[src/rtl/fetch_queue.sv]
// Sequential-PC fetch unit with a DEPTH-entry instruction queue, credit-limited requests and redirect flush.
// Optional statistics counters are enabled with `define FETCH_QUEUE_STATS_EN.
module fetch_queue #(
    parameter int unsigned          DWIDTH   = 32,
    parameter int unsigned          AWIDTH   = 32,
    parameter logic [AWIDTH-1:0]    BASEADDR = AWIDTH'(32'h0100_0000),
    parameter int unsigned          DEPTH    = 4
) (
    input  logic                clk,
    input  logic                rst,
    input  logic                redirect_valid_i,
    input  logic [AWIDTH-1:0]   redirect_pc_i,
    output logic                imem_req_valid_o,
    input  logic                imem_req_ready_i,
    output logic [AWIDTH-1:0]   imem_req_addr_o,
    input  logic                imem_rsp_valid_i,
    input  logic [DWIDTH-1:0]   imem_rsp_data_i,
    output logic                insn_valid_o,
    input  logic                insn_ready_i,
    output logic [AWIDTH-1:0]   pc_o,
    output logic [DWIDTH-1:0]   insn_o
`ifdef FETCH_QUEUE_STATS_EN
    ,
    output logic [31:0]         stat_fetched_o,
    output logic [31:0]         stat_dropped_o,
    output logic [15:0]         stat_redirects_o
`endif
);

    localparam int unsigned CW = $clog2(DEPTH + 1);
    localparam int unsigned PW = $clog2(DEPTH);

    typedef enum logic {RUN, FLUSH} state_t;

    state_t             state;
    logic [AWIDTH-1:0]  fetch_pc;
    logic [AWIDTH-1:0]  rsp_pc;
    logic [AWIDTH-1:0]  q_pc   [DEPTH];
    logic [DWIDTH-1:0]  q_insn [DEPTH];
    logic [PW-1:0]      wr_ptr;
    logic [PW-1:0]      rd_ptr;
    logic [CW-1:0]      count;
    logic [CW-1:0]      outstanding;
    logic [CW-1:0]      stale;

    logic [CW:0]        credit_used;
    logic [CW-1:0]      left_in_flight;
    logic [AWIDTH-1:0]  redirect_pc;
    logic               req_fire;
    logic               push;
    logic               pop;
    logic               unused_pc_lsbs;

    assign unused_pc_lsbs = ^redirect_pc_i[1:0];
    assign redirect_pc    = {redirect_pc_i[AWIDTH-1:2], 2'b00};

    // Requests in flight plus entries already queued may never exceed the queue size.
    assign credit_used    = {1'b0, outstanding} + {1'b0, count};
    assign left_in_flight = outstanding - CW'(imem_rsp_valid_i);

    assign imem_req_valid_o = rst && (state == RUN) && !redirect_valid_i
                              && (credit_used < (CW+1)'(DEPTH));
    assign imem_req_addr_o  = fetch_pc;
    assign insn_valid_o     = rst && (count != '0) && !redirect_valid_i;
    assign pc_o             = q_pc[rd_ptr];
    assign insn_o           = q_insn[rd_ptr];

    assign req_fire = imem_req_valid_o && imem_req_ready_i;
    assign push     = imem_rsp_valid_i && (state == RUN) && !redirect_valid_i;
    assign pop      = insn_valid_o && insn_ready_i;

    always_ff @(posedge clk) begin
        if (!rst) begin
            state       <= RUN;
            fetch_pc    <= BASEADDR;
            rsp_pc      <= BASEADDR;
            wr_ptr      <= '0;
            rd_ptr      <= '0;
            count       <= '0;
            outstanding <= '0;
            stale       <= '0;
            for (int i = 0; i < DEPTH; i++) begin
                q_pc[i]   <= '0;
                q_insn[i] <= '0;
            end
        end else if (redirect_valid_i) begin
            // A response landing in the redirect cycle belongs to the old stream and is dropped.
            fetch_pc    <= redirect_pc;
            rsp_pc      <= redirect_pc;
            wr_ptr      <= '0;
            rd_ptr      <= '0;
            count       <= '0;
            outstanding <= left_in_flight;
            stale       <= left_in_flight;
            state       <= (left_in_flight != '0) ? FLUSH : RUN;
        end else begin
            if (req_fire) begin
                fetch_pc <= fetch_pc + AWIDTH'(4);
            end
            outstanding <= outstanding + CW'(req_fire) - CW'(imem_rsp_valid_i);
            if (state == FLUSH) begin
                if (imem_rsp_valid_i) begin
                    stale <= stale - CW'(1);
                    if (stale == CW'(1)) begin
                        state <= RUN;
                    end
                end
            end else if (push) begin
                q_pc[wr_ptr]   <= rsp_pc;
                q_insn[wr_ptr] <= imem_rsp_data_i;
                wr_ptr         <= wr_ptr + PW'(1);
                rsp_pc         <= rsp_pc + AWIDTH'(4);
            end
            if (pop) begin
                rd_ptr <= rd_ptr + PW'(1);
            end
            count <= count + CW'(push) - CW'(pop);
        end
    end

`ifdef FETCH_QUEUE_STATS_EN
    always_ff @(posedge clk) begin
        if (!rst) begin
            stat_fetched_o   <= '0;
            stat_dropped_o   <= '0;
            stat_redirects_o <= '0;
        end else begin
            if (req_fire) begin
                stat_fetched_o <= stat_fetched_o + 32'd1;
            end
            if (imem_rsp_valid_i && (redirect_valid_i || state == FLUSH)) begin
                stat_dropped_o <= stat_dropped_o + 32'd1;
            end
            if (redirect_valid_i) begin
                stat_redirects_o <= stat_redirects_o + 16'd1;
            end
        end
    end
`endif

endmodule

[config.mk]
export PLATFORM = sky130hd
export DESIGN_NAME = fetch_queue
export DESIGN_NICKNAME = d
export VERILOG_FILES = /design/src/rtl/fetch_queue.sv
export SDC_FILE = /design/constraint.sdc
export NUM_CORES = 1
export LEC_CHECK = 0
export ABC_AREA = 1
export CAP_MARGIN = 5
export CORE_MARGIN = 2
export CORE_UTILIZATION = 55
export CTS_CLUSTER_DIAMETER = 150
export CTS_CLUSTER_SIZE = 40
export DETAILED_ROUTE_END_ITERATION = 8
export GPL_ROUTABILITY_DRIVEN = 0
export PLACE_DENSITY = 0.82
export SLEW_MARGIN = 10
export SYNTH_ARGS = -nofsm -noshare
export SYNTH_HDL_FRONTEND = slang
export SYNTH_SLANG_ARGS = --single-unit
[constraint.sdc]
create_clock -name clk -period 9.8 [get_ports clk]
set_input_delay 1.96 -clock clk [delete_from_list [all_inputs] [get_ports clk]]
set_output_delay 1.96 -clock clk [all_outputs]
set_load 0.01 [all_outputs]
==> Implementation_results.wiki, run 1 <==
{| class="wikitable"
! Metric !! Value
|-
| Total number of H-tree levels || 1
|-
| DRT Wirelength || 38170 um
|-
| Vias || 12710
|-
| Type of destination of the critical path || output port
|-
| Power per cell area || 146.7 mW/mm^2
|-
| Width of the chip || 171.4 um
|-
| Later-pin clock latency in the skew report || 0.53 ns
|-
| Root buffer selected by CTS || clkbuf_16
|-
| Worst-case hold slack || 0.4798 ns
|-
| Largest family of logic cells by synthesized area || simple AND/OR/NAND/NOR gates
|-
| Number of enable flip-flop cells after synthesis || 248
|-
| Clock-pin slew reported for the worst setup and hold paths after clock tree synthesis || 0.14 ns
|-
| Power Total || 2.594 mW
|-
| Clk buf depth || 3
|-
| Crit-path cells || clkdlybuf4s50_1, inv_2, nand2_1, nor2_1, clkdlybuf4s50_1
|-
| Largest fanout on the critical path || 26
|-
| Most common cell on crit path || clkdlybuf4s50_1
|-
| Flip-flop and latch count after synthesis || 324
|-
| Final HPWL from detailed placement || 23410 um
|-
| I/O pin count || 168
|-
| Final critical-path required period || 6.161 ns
|-
| Delay contributed by the slowest stage of the critical path || 0.67 ns
|-
| Area of all sequential standard cells || 0.008974 mm^2
|-
| Effective utilization at floorplan || 55.63%
|-
| CTS Hold Bufs || 0
|-
| Placed cell areas || 0.01730 mm^2
|-
| Portion of the clock cycle consumed by the worst path in the final layout || 62.86%
|-
| Routed via count divided by cell count || 5.616
|-
| Depth of the critical timing path with buffers and inverters included || 5
|-
| Slew margin rel. || 27.48%
|-
| Fraction of the mapped netlist area in compound gates || 10.76%
|-
| Routed WL per cell || 16.87 um
|-
| Overall Global Routing Usage || 25.52%
|-
| Area of the mapped netlist || 0.01541 mm^2
|-
| Max stage delay cell, worst path || clkdlybuf4s50_1
|-
| Worst min-delay path class || flip-flop to flip-flop
|-
| Setup repair after global routing missed its margin || false
|-
| Overall overflow remaining after global route || 0
|-
| Number of gates resized after cts || 0
|-
| Parity-gate share of the synthesized area counting xor and xnor cells || 0.9661%
|-
| Clk sink count || 324
|-
| Final hold viol count || 0
|-
| I/O Buffers || 161
|-
| First-pass GRT wire length || 59610 um
|-
| Post-route core utilization || 63.81%
|-
| Top achievable clock speed || 0.1623 GHz
|-
| Post-CTS setup buffer count || 0
|-
| Mapped Avg Cell Area || 8.673 um^2
|-
| Mux contribution to synthesized area || 0%
|-
| Maximum number of pins on one net before global-route repair || 75
|-
| Diodes inserted || 0
|-
| Core outline area || 0.02771 mm^2
|-
| Total iterations of the first detailed-routing run || 5
|-
| Share of flip-flops with an asynchronous set or reset || 0%
|-
| Max Cap Viol || 0
|-
| Vias in the first global route || 11920
|-
| Number of instances in the synthesized netlist || 1777
|-
| Setup Total Neg Slack || 0 ns
|-
| DRC violation count after routing || 0
|-
| Combined area of the multi-input logic cells || 0.005475 mm^2
|-
| Yosys synthesis warning count || 0
|-
| Final Max Tran Viols || 0
|-
| Dominant delay contributor by cell family on the critical path || buffers and inverters
|-
| ANT nets after route || 0
|-
| Setup crit start kind || input pin
|-
| Num CTS Buffers || 12
|-
| Area growth from synthesis to layout || 14.70%
|-
| Worst path buffer plus inverter count || 3
|-
| Final Cell Area || 0.01768 mm^2
|-
| Category of the most critical setup path || input pin to output port
|-
| Transition at the pin with the smallest max-transition slack || 1.085 ns
|-
| Share of final-layout standard cells stronger than drive strength 1 || 3.554%
|-
| Count of distinct cell types in the synthesized netlist || 37
|-
| Endpoints failing setup || 0
|-
| Maximum VDD drop || 0.1203 mV
|-
| Crit path arrival time || 4.20 ns
|-
| Static leakage || 6.790 nW
|-
| Fill cells || 2189
|-
| Number of antenna violations at the first check in global routing || 0
|-
| Run status || complete, no violations
|-
| Simple logic cell fraction of the synthesized area || 22.01%
|-
| Net total in the final layout || 1963
|-
| Number of cells on the worst reg-to-reg path || 9
|-
| Worst setup skew after layout || 0.06456 ns
|-
| Arithmetic-cell share of the synthesized area counting full adders, half adders and majority gates || 1.234%
|-
| # rows || 61
|-
| Detailed Route Iter0 Violations || 1514
|-
| Required time worst endpoint || 7.84 ns
|-
| Min-Delay Path Depth || 2
|-
| Share of the yosys chip area belonging to registers || 58.19%
|-
| Area of the die || 0.02938 mm^2
|-
| TritonCTS clock tree || done
|-
| Prevailing post-synth register cell || edfxtp_1
|-
| Die height || 171.4 um
|}
-- cells by family after synthesis --
group / after synthesis
xor+xnor: 17
simple gates: 848
flops: 324
other cells: 1
fa+ha+maj: 14
compound gates: 307
buf+inv: 266
-- path summary, 6_finish.rpt --
check	start	end	slack [ns]
max	redirect_valid_i	insn_valid_o	3.64
min	rd_ptr[1]	flip-flop	0.48
max reg2reg	outstanding[2]	outstanding[2]	6.44
min reg2reg	rd_ptr[1]	flip-flop	0.48
-- cell type report --
type	count	area share, %
Clock buffer	19	1.968
Clock inverter	1	0.1699
Timing Repair Buffer	175	9.711
Multi-Input combinational cell	1190	30.97
Inverter	176	3.744
Sequential cell	324	50.76
Tap cell	378	2.675
-- cells in the mapped netlist, types with 8 or more instances --
cell,instances,share of area (%)
nor2_1,434,11
nand2_1,308,7.5
edfxtp_1,248,48
o21ai_0,175,5.7
inv_1,164,4.0
dfxtp_1,76,9.9
clkbuf_1,69,1.7
nand3_1,62,2.0
o22ai_1,62,2.5
a21oi_1,50,1.6
nor2_2,14,0.57
ha_1,12,0.97
buf_2,11,0.36
inv_2,11,0.27
nand3b_1,11,0.54
xor2_1,11,0.63
nand4_1,8,0.32
-- cells in the final DEF (no fill, tap or decap), types with 2 or more instances in the layout --
cell type        count
xor2_1              11
nor3_1               6
a21oi_1             50
o22ai_1             62
o21ai_0            172
nand2_1            305
nand3b_1            11
ha_1                12
buf_4               14
dfxtp_1             74
o21bai_1             2
o211ai_1             6
clkdlybuf4s50_1    161
nor2_1             434
inv_1              163
o21ai_4              3
a31oi_1              6
nand2_4              3
edfxtp_1           248
nand3_1             62
a21boi_0             2
inv_2               11
nand4_1              8
clkbuf_16           13
nor2_2              14
fa_1                 2
conb_1               4
clkbuf_1             6
xnor2_1              6
-- registers in the layout (all words and copies together) (netlist names), named ones only --
name             cells
rsp_pc              30
state                1
imem_req_addr_o     30
q_insn             128
stale                3
rd_ptr               2
wr_ptr               2
q_pc               120
outstanding          3
count                3
-- metal layers --
layer / part of all wire, % / GRT usage [%]
met1: 40 / 35.04
met2: 48 / 43.74
met3: 9.6 / 2.807
met4: 1.6 / 6.116
met5: 0 / 0
-- where the power goes --
group / switching, mW / internal, mW
logic: 0.198 / 0.129
registers: 0.0422 / 1.55
clock network: 0.413 / 0.256
total: 0.654 / 1.94
-- worst min-delay path, delay by kind of cell (launching register included) --
kind | cells | cell delay (ns)
AOI/OAI and AO/OA | 1 | 0.07
buffers and inverters | 1 | 0.06
DFF | 1 | 0.32
-- stage by stage --
| step | instances | worst slack [ns] |
|---|---|---|
| after floorplan | 1780 | 2.066 |
| after global placement | 2243 | 3.677 |
| after detailed placement | 2243 | 3.649 |
| after CTS | 2263 | 3.638 |
| after global routing | 2263 | 3.466 |
| final | 2263 | 3.639 |
Power figures use the tool's default switching activity.
==> run 2: changes to the inputs <==
==> constraint.sdc (replaced) <==
create_clock -name clk -period 6.25 [get_ports clk]
set_input_delay 1.25 -clock clk [delete_from_list [all_inputs] [get_ports clk]]
set_output_delay 1.25 -clock clk [all_outputs]
set_load 0.01 [all_outputs]
==> Implementation_results.wiki, run 2 (synthesis gave the netlist of run 1 again) <==
{| class="wikitable"
! Metric !! Value
|-
| Maximum number of pins on one net before global-route repair || 125 (was 75)
|-
| Top Registers || q_insn (128), q_pc (120) (unchanged)
|-
| Root buffer selected by CTS || clkbuf_16 (unchanged)
|-
| Portion of the clock cycle consumed by the worst path in the final layout || 74.59%
|-
| Die height || 171.4 um (unchanged)
|-
| Required time worst endpoint || 5.00 ns (was 7.84 ns)
|-
| Fill cells || 2185 (was 2189)
|-
| TritonCTS clock tree || done (unchanged)
|-
| Share of total power in combinational logic || 12.7% (was 12.6%)
|-
| Number of gates resized after cts || 0 (unchanged)
|-
| Num CTS Buffers || 12 (unchanged)
|-
| Most common cell after layout, fill and taps aside || nor2_1 (unchanged)
|-
| Number of antenna violations at the first check in global routing || 0 (unchanged)
|-
| Largest fanout on the critical path || 38 (was 26)
|-
| Power share of the clock group || 25.4% (was 25.8%)
|-
| Area of the die || 0.02938 mm^2 (unchanged)
|-
| I/O Buffers || 161 (unchanged)
|-
| Top achievable clock speed || 0.2145 GHz
|-
| Vias in the first global route || 11940 (was 11920)
|-
| Final hold viol count || 0 (unchanged)
|-
| Type of destination of the critical path || output port (unchanged)
|-
| Area growth from synthesis to layout || 14.75% (was 14.70%)
|-
| Cell internal pwr || 3.034 mW (was 1.940 mW)
|-
| Total iterations of the first detailed-routing run || 6 (was 5)
|-
| Post-CTS setup buffer count || 0 (unchanged)
|-
| Overall overflow remaining after global route || 0 (unchanged)
|-
| Endpoints failing setup || 0 (unchanged)
|-
| Setup crit start kind || input pin (unchanged)
|-
| Core outline area || 0.02771 mm^2 (unchanged)
|-
| Effective utilization at floorplan || 55.63% (unchanged)
|-
| Width of the chip || 171.4 um (unchanged)
|-
| Worst setup skew after layout || 0.06757 ns (was 0.06456 ns)
|-
| Final HPWL from detailed placement || 23550 um (was 23410 um)
|-
| Later-pin clock latency in the skew report || 0.53 ns (about the same)
|-
| Routed WL per cell || 16.80 um (was 16.87 um)
|-
| Slew margin rel. || 17.63% (was 27.48%)
|-
| Share of final-layout standard cells stronger than drive strength 1 || 3.715% (was 3.554%)
|-
| Final critical-path required period || 4.662 ns
|-
| Inst Count DP || 2246 (was 2243)
|-
| Transition at the pin with the smallest max-transition slack || 1.235 ns (was 1.085 ns)
|-
| Diodes inserted || 0 (unchanged)
|-
| Final Max Tran Viols || 0 (unchanged)
|-
| Setup repair after global routing missed its margin || false (unchanged)
|-
| Switching fraction of total power || 24.95% (was 25.20%)
|-
| Post-route non-filler standard cell count || 2262 (was 2263)
|-
| Category of the most critical setup path || input pin to output port (unchanged)
|-
| Power per cell area || 228.6 mW/mm^2 (was 146.7 mW/mm^2)
|-
| DRC violation count after routing || 0 (unchanged)
|-
| Crit path arrival time || 3.41 ns (was 4.20 ns)
|-
| DRT Wirelength || 38010 um (was 38170 um)
|-
| Maximum VDD drop || 0.1835 mV (was 0.1203 mV)
|-
| Clk sink count || 324 (unchanged)
|-
| Detailed Route Iter0 Violations || 1642 (was 1514)
|-
| Clk buf depth || 3 (unchanged)
|-
| CTS Hold Bufs || 0 (unchanged)
|-
| Run status || complete, no violations (unchanged)
|-
| Total number of H-tree levels || 1 (unchanged)
|-
| Vias || 12650 (was 12710)
|-
| Commonest non-fill, non-tap cells in the layout || nor2_1, nand2_1, edfxtp_1, o21ai_0, inv_1 (unchanged)
|-
| Net total in the final layout || 1966 (was 1963)
|-
| Sw power || 1.009 mW (was 0.6536 mW)
|-
| # rows || 61 (unchanged)
|-
| Worst min-delay path class || flip-flop to flip-flop (unchanged)
|-
| Max Cap Viol || 0 (unchanged)
|-
| I/O pin count || 168 (unchanged)
|-
| Routed via count divided by cell count || 5.594 (was 5.616)
|-
| Overall Global Routing Usage || 25.61% (was 25.52%)
|-
| Worst-case hold slack || 0.4673 ns (was 0.4798 ns)
|-
| ANT nets after route || 0 (unchanged)
|-
| Static leakage || 6.798 nW (was 6.790 nW)
|-
| Power Total || 4.042 mW (was 2.594 mW)
|-
| First-pass GRT wire length || 59550 um (was 59610 um)
|-
| Sequential power share || 61.9% (was 61.6%)
|-
| Largest register by flop count || q_insn (unchanged)
|-
| Max reg flops || 128 (unchanged)
|-
| Clock-pin slew reported for the worst setup and hold paths after clock tree synthesis || 0.14 ns (about the same)
|}
run 2: path summary, 6_finish.rpt:
check	start	end	slack, ns	depth (start not counted)
worst max-delay path	redirect_valid_i	insn_valid_o	1.59	6
worst min-delay path	rd_ptr[1]	flip-flop	0.47	2
worst max register to register	wr_ptr[0]	q_insn[2][7]	3.63	4
worst min register to register	rd_ptr[1]	flip-flop	0.47	2
run 2: routing by layer:
layer / vias up / GRT usage, % / share of wire, %
met4: 0 / 8.032 / 2.4
met2: 635 / 43.32 / 48
met5: - / 0 / 0
met1: 5894 / 34.84 / 41
met3: 78 / 2.830 / 8.9
li1: 6047 / - / -
run 2: cell type report:
cell class                      count  area (um^2)  area share [%]
Clock inverter                      1        30.03          0.1698
Multi-Input combinational cell   1190         5475           30.96
Clock buffer                       15        332.8           1.882
Timing Repair Buffer              178         1739           9.834
Tap cell                          378        473.0           2.674
Sequential cell                   324         8974           50.74
Inverter                          176        661.9           3.742
run 2: per-stage QoR:
step	TNS [ns]	utilization, %	setup slack (ns)	instance area (um^2)
after global placement	0	62.53	1.596	17320
after floorplan	-103.73	-	-0.5577	15430
after detailed placement	0	62.53	1.612	17320
after global routing	0	63.84	1.440	17690
final	0	63.84	1.588	17690
after CTS	0	63.84	1.593	17690
run 2: critical path: stages:
cell             delay (ns)
clkdlybuf4s50_1        0.39
buf_4                  0.26
inv_2                  0.42
nand2_1                0.31
nor2_1                 0.21
clkdlybuf4s50_1        0.56
run 2: power groups by stage:
| stage | clock network (mW) | logic, mW | registers [mW] |
|---|---|---|---|
| 2_1_floorplan | 0 | 0.276 | 2.55 |
| 3_3_place_gp | 0 | 0.500 | 2.54 |
| 3_5_place_dp | 0 | 0.511 | 2.55 |
| 4_1_cts | 1.04 | 0.514 | 2.50 |
| 5_1_grt | 1.10 | 0.565 | 2.52 |
| 6_report | 1.03 | 0.514 | 2.50 |
==> run 3: changes to the inputs <==
--- a/config.mk
+++ b/config.mk
@@ -8,12 +8,12 @@
 export ABC_AREA = 1
 export CAP_MARGIN = 5
 export CORE_MARGIN = 2
-export CORE_UTILIZATION = 55
+export CORE_UTILIZATION = 51
 export CTS_CLUSTER_DIAMETER = 150
 export CTS_CLUSTER_SIZE = 40
 export DETAILED_ROUTE_END_ITERATION = 8
 export GPL_ROUTABILITY_DRIVEN = 0
-export PLACE_DENSITY = 0.82
+export PLACE_DENSITY = 0.8
 export SLEW_MARGIN = 10
 export SYNTH_ARGS = -nofsm -noshare
 export SYNTH_HDL_FRONTEND = slang
==> constraint.sdc (replaced) <==
create_clock -name clk -period 3.8 [get_ports clk]
set_input_delay 0.76 -clock clk [delete_from_list [all_inputs] [get_ports clk]]
set_output_delay 0.76 -clock clk [all_outputs]
set_load 0.01 [all_outputs]
==> Implementation_results.wiki, run 3 (synthesis gave the netlist of run 1 again) <==
{| class="wikitable"
! Metric !! Value
|-
| Run status || complete, no violations (unchanged)
|-
| Final Cell Area || 0.01785 mm^2 (was 0.01769 mm^2)
|-
| TritonCTS clock tree || done (unchanged)
|-
| Die height || 177.8 um (was 171.4 um)
|-
| ANT nets after route || 0 (unchanged)
|-
| Max Cap Viol || 0 (unchanged)
|-
| Top Registers || q_insn (128), q_pc (120) (unchanged)
|-
| Final hold viol count || 0 (unchanged)
|-
| Number of antenna violations at the first check in global routing || 0 (unchanged)
|-
| Clk buf depth || 3 (unchanged)
|-
| Setup repair after global routing missed its margin || false (unchanged)
|-
| Largest fanout on the critical path || 62 (was 38)
|-
| Overall overflow remaining after global route || 0 (unchanged)
|-
| DRT Wirelength || 38700 um (was 38010 um)
|-
| Post-CTS setup buffer count || 0 (unchanged)
|-
| Diodes inserted || 0 (unchanged)
|-
| Area of the die || 0.03163 mm^2 (was 0.02938 mm^2)
|-
| DRC violation count after routing || 0 (unchanged)
|-
| Clock-pin slew reported for the worst setup and hold paths after clock tree synthesis || 0.14 ns (about the same)
|-
| Placed cell areas || 0.01747 mm^2 (was 0.01732 mm^2)
|-
| Transition at the pin with the smallest max-transition slack || 0.8471 ns (was 1.235 ns)
|-
| Slew margin rel. || 43.53% (was 17.63%)
|-
| I/O Buffers || 161 (unchanged)
|-
| Power per cell area || 374.1 mW/mm^2 (was 228.6 mW/mm^2)
|-
| First-pass GRT wire length || 61230 um (was 59550 um)
|-
| Number of gates resized after cts || 0 (unchanged)
|-
| Commonest non-fill, non-tap cells in the layout || nor2_1, nand2_1, edfxtp_1, o21ai_0, inv_1 (unchanged)
|-
| Width of the chip || 177.8 um (was 171.4 um)
|-
| Share of final-layout standard cells stronger than drive strength 1 || 4.114% (was 3.715%)
|-
| Cell internal pwr || 5.016 mW (was 3.034 mW)
|-
| Final critical-path required period || 3.337 ns
|-
| Detailed Route Iter0 Violations || 1243 (was 1642)
|-
| Endpoints failing setup || 0 (unchanged)
|-
| Area of all sequential standard cells || 0.008974 mm^2 (unchanged)
|-
| Overall Global Routing Usage || 24.28% (was 25.61%)
|-
| Num CTS Buffers || 12 (unchanged)
|-
| Post-route core utilization || 60.06% (was 63.84%)
|-
| Combined area of the multi-input logic cells || 0.005460 mm^2 (was 0.005475 mm^2)
|-
| Worst-case hold slack || 0.4817 ns (was 0.4673 ns)
|-
| Routed via count divided by cell count || 5.540 (was 5.594)
|-
| Final Max Tran Viols || 0 (unchanged)
|-
| Power share of the clock group || 25.4% (about the same)
|-
| Final HPWL from detailed placement || 24340 um (was 23550 um)
|-
| Effective utilization at floorplan || 51.86% (was 55.63%)
|-
| Type of destination of the critical path || output port (unchanged)
|-
| Switching fraction of total power || 24.87% (was 24.95%)
|-
| Max reg flops || 128 (unchanged)
|-
| Sw power || 1.661 mW (was 1.009 mW)
|-
| Hold path startpoint || rd_ptr[1] (unchanged)
|-
| Net total in the final layout || 1974 (was 1966)
|-
| Crit path arrival time || 2.58 ns (was 3.41 ns)
|-
| Later-pin clock latency in the skew report || 0.52 ns (was 0.53 ns)
|-
| Total iterations of the first detailed-routing run || 5 (was 6)
|-
| I/O pin count || 168 (unchanged)
|-
| Total number of H-tree levels || 1 (unchanged)
|-
| Category of the most critical setup path || flip-flop to output port (was input pin to output port)
|-
| Root buffer selected by CTS || clkbuf_16 (unchanged)
|-
| Portion of the clock cycle consumed by the worst path in the final layout || 87.82%
|-
| Required time worst endpoint || 3.04 ns (was 5.00 ns)
|-
| CTS Hold Bufs || 0 (unchanged)
|-
| Maximum number of pins on one net before global-route repair || 69 (was 125)
|-
| Clk sink count || 324 (unchanged)
|-
| Share of total power in combinational logic || 13.0% (was 12.7%)
|-
| Worst setup skew after layout || 0.06158 ns (was 0.06757 ns)
|-
| Sequential power share || 61.6% (was 61.9%)
|-
| Largest register by flop count || q_insn (unchanged)
|-
| R2r startpoint || state (was wr_ptr[0])
|-
| Setup crit start kind || flip-flop (was input pin)
|-
| Vias in the first global route || 12230 (was 11940)
|-
| Area growth from synthesis to layout || 15.81% (was 14.75%)
|-
| Worst min-delay path class || flip-flop to flip-flop (unchanged)
|-
| Most common cell after layout, fill and taps aside || nor2_1 (unchanged)
|-
| Static leakage || 6.876 nW (was 6.798 nW)
|-
| Maximum VDD drop || 0.2660 mV (was 0.1835 mV)
|-
| # rows || 63 (was 61)
|-
| Top achievable clock speed || 0.2997 GHz
|-
| Vias || 12670 (was 12650)
|-
| Fill cells || 2495 (was 2185)
|-
| Routed WL per cell || 16.93 um (was 16.80 um)
|-
| Core outline area || 0.02972 mm^2 (was 0.02771 mm^2)
|}
run 3: path summary, 6_finish.rpt:
kind | to | cells past startpoint | slack [ns]
max | pc_o[12] | 4 | 0.46
min | flip-flop | 2 | 0.48
max reg2reg | count[2] | 11 | 1.42
min reg2reg | flip-flop | 2 | 0.48
run 3: area by class of cell:
cell class	instances	share of cell area [%]
Multi-Input combinational cell	1190	30.59
Inverter	176	3.708
Clock inverter	1	0.1682
Timing Repair Buffer	186	10.57
Tap cell	390	2.734
Clock buffer	19	1.949
Sequential cell	324	50.28
run 3: critical path, cell delays in order, from the launching register on:
cell and delay, ns:
dfxtp_2 0.35, buf_4 0.55, o21ai_0 0.21, o22ai_1 0.34
clkdlybuf4s50_1 0.60
run 3: power groups by stage:
stage | Combinational [mW] | Clock (mW) | Sequential (mW)
floorplan | 0.454 | 0 | 4.18
global placement | 0.842 | 0 | 4.18
detailed placement | 0.862 | 0 | 4.19
CTS | 0.866 | 1.72 | 4.11
global route | 0.951 | 1.83 | 4.14
finish | 0.866 | 1.70 | 4.11
run 3: stage by stage:
step	power, mW	setup TNS [ns]	worst slack (ns)	instances
after floorplan	4.637	-208.14	-0.8518	1780
after global placement	5.023	0	0.5465	2266
after detailed placement	5.052	0	0.4514	2266
after CTS	6.700	0	0.4480	2286
after global routing	6.916	0	0.2904	2286
final	6.677	0	0.4629	2286
run 3: metal layers:
layer	wire length, um	global-route usage, %	share of wire [%]	vias to the layer above
met3	3324	3.235	8.6	52
met4	813	6.523	2.1	0
li1	-	-	-	6069
met1	16080	32.87	42	5988
met5	0	0	0	-
met2	18480	41.21	48	556
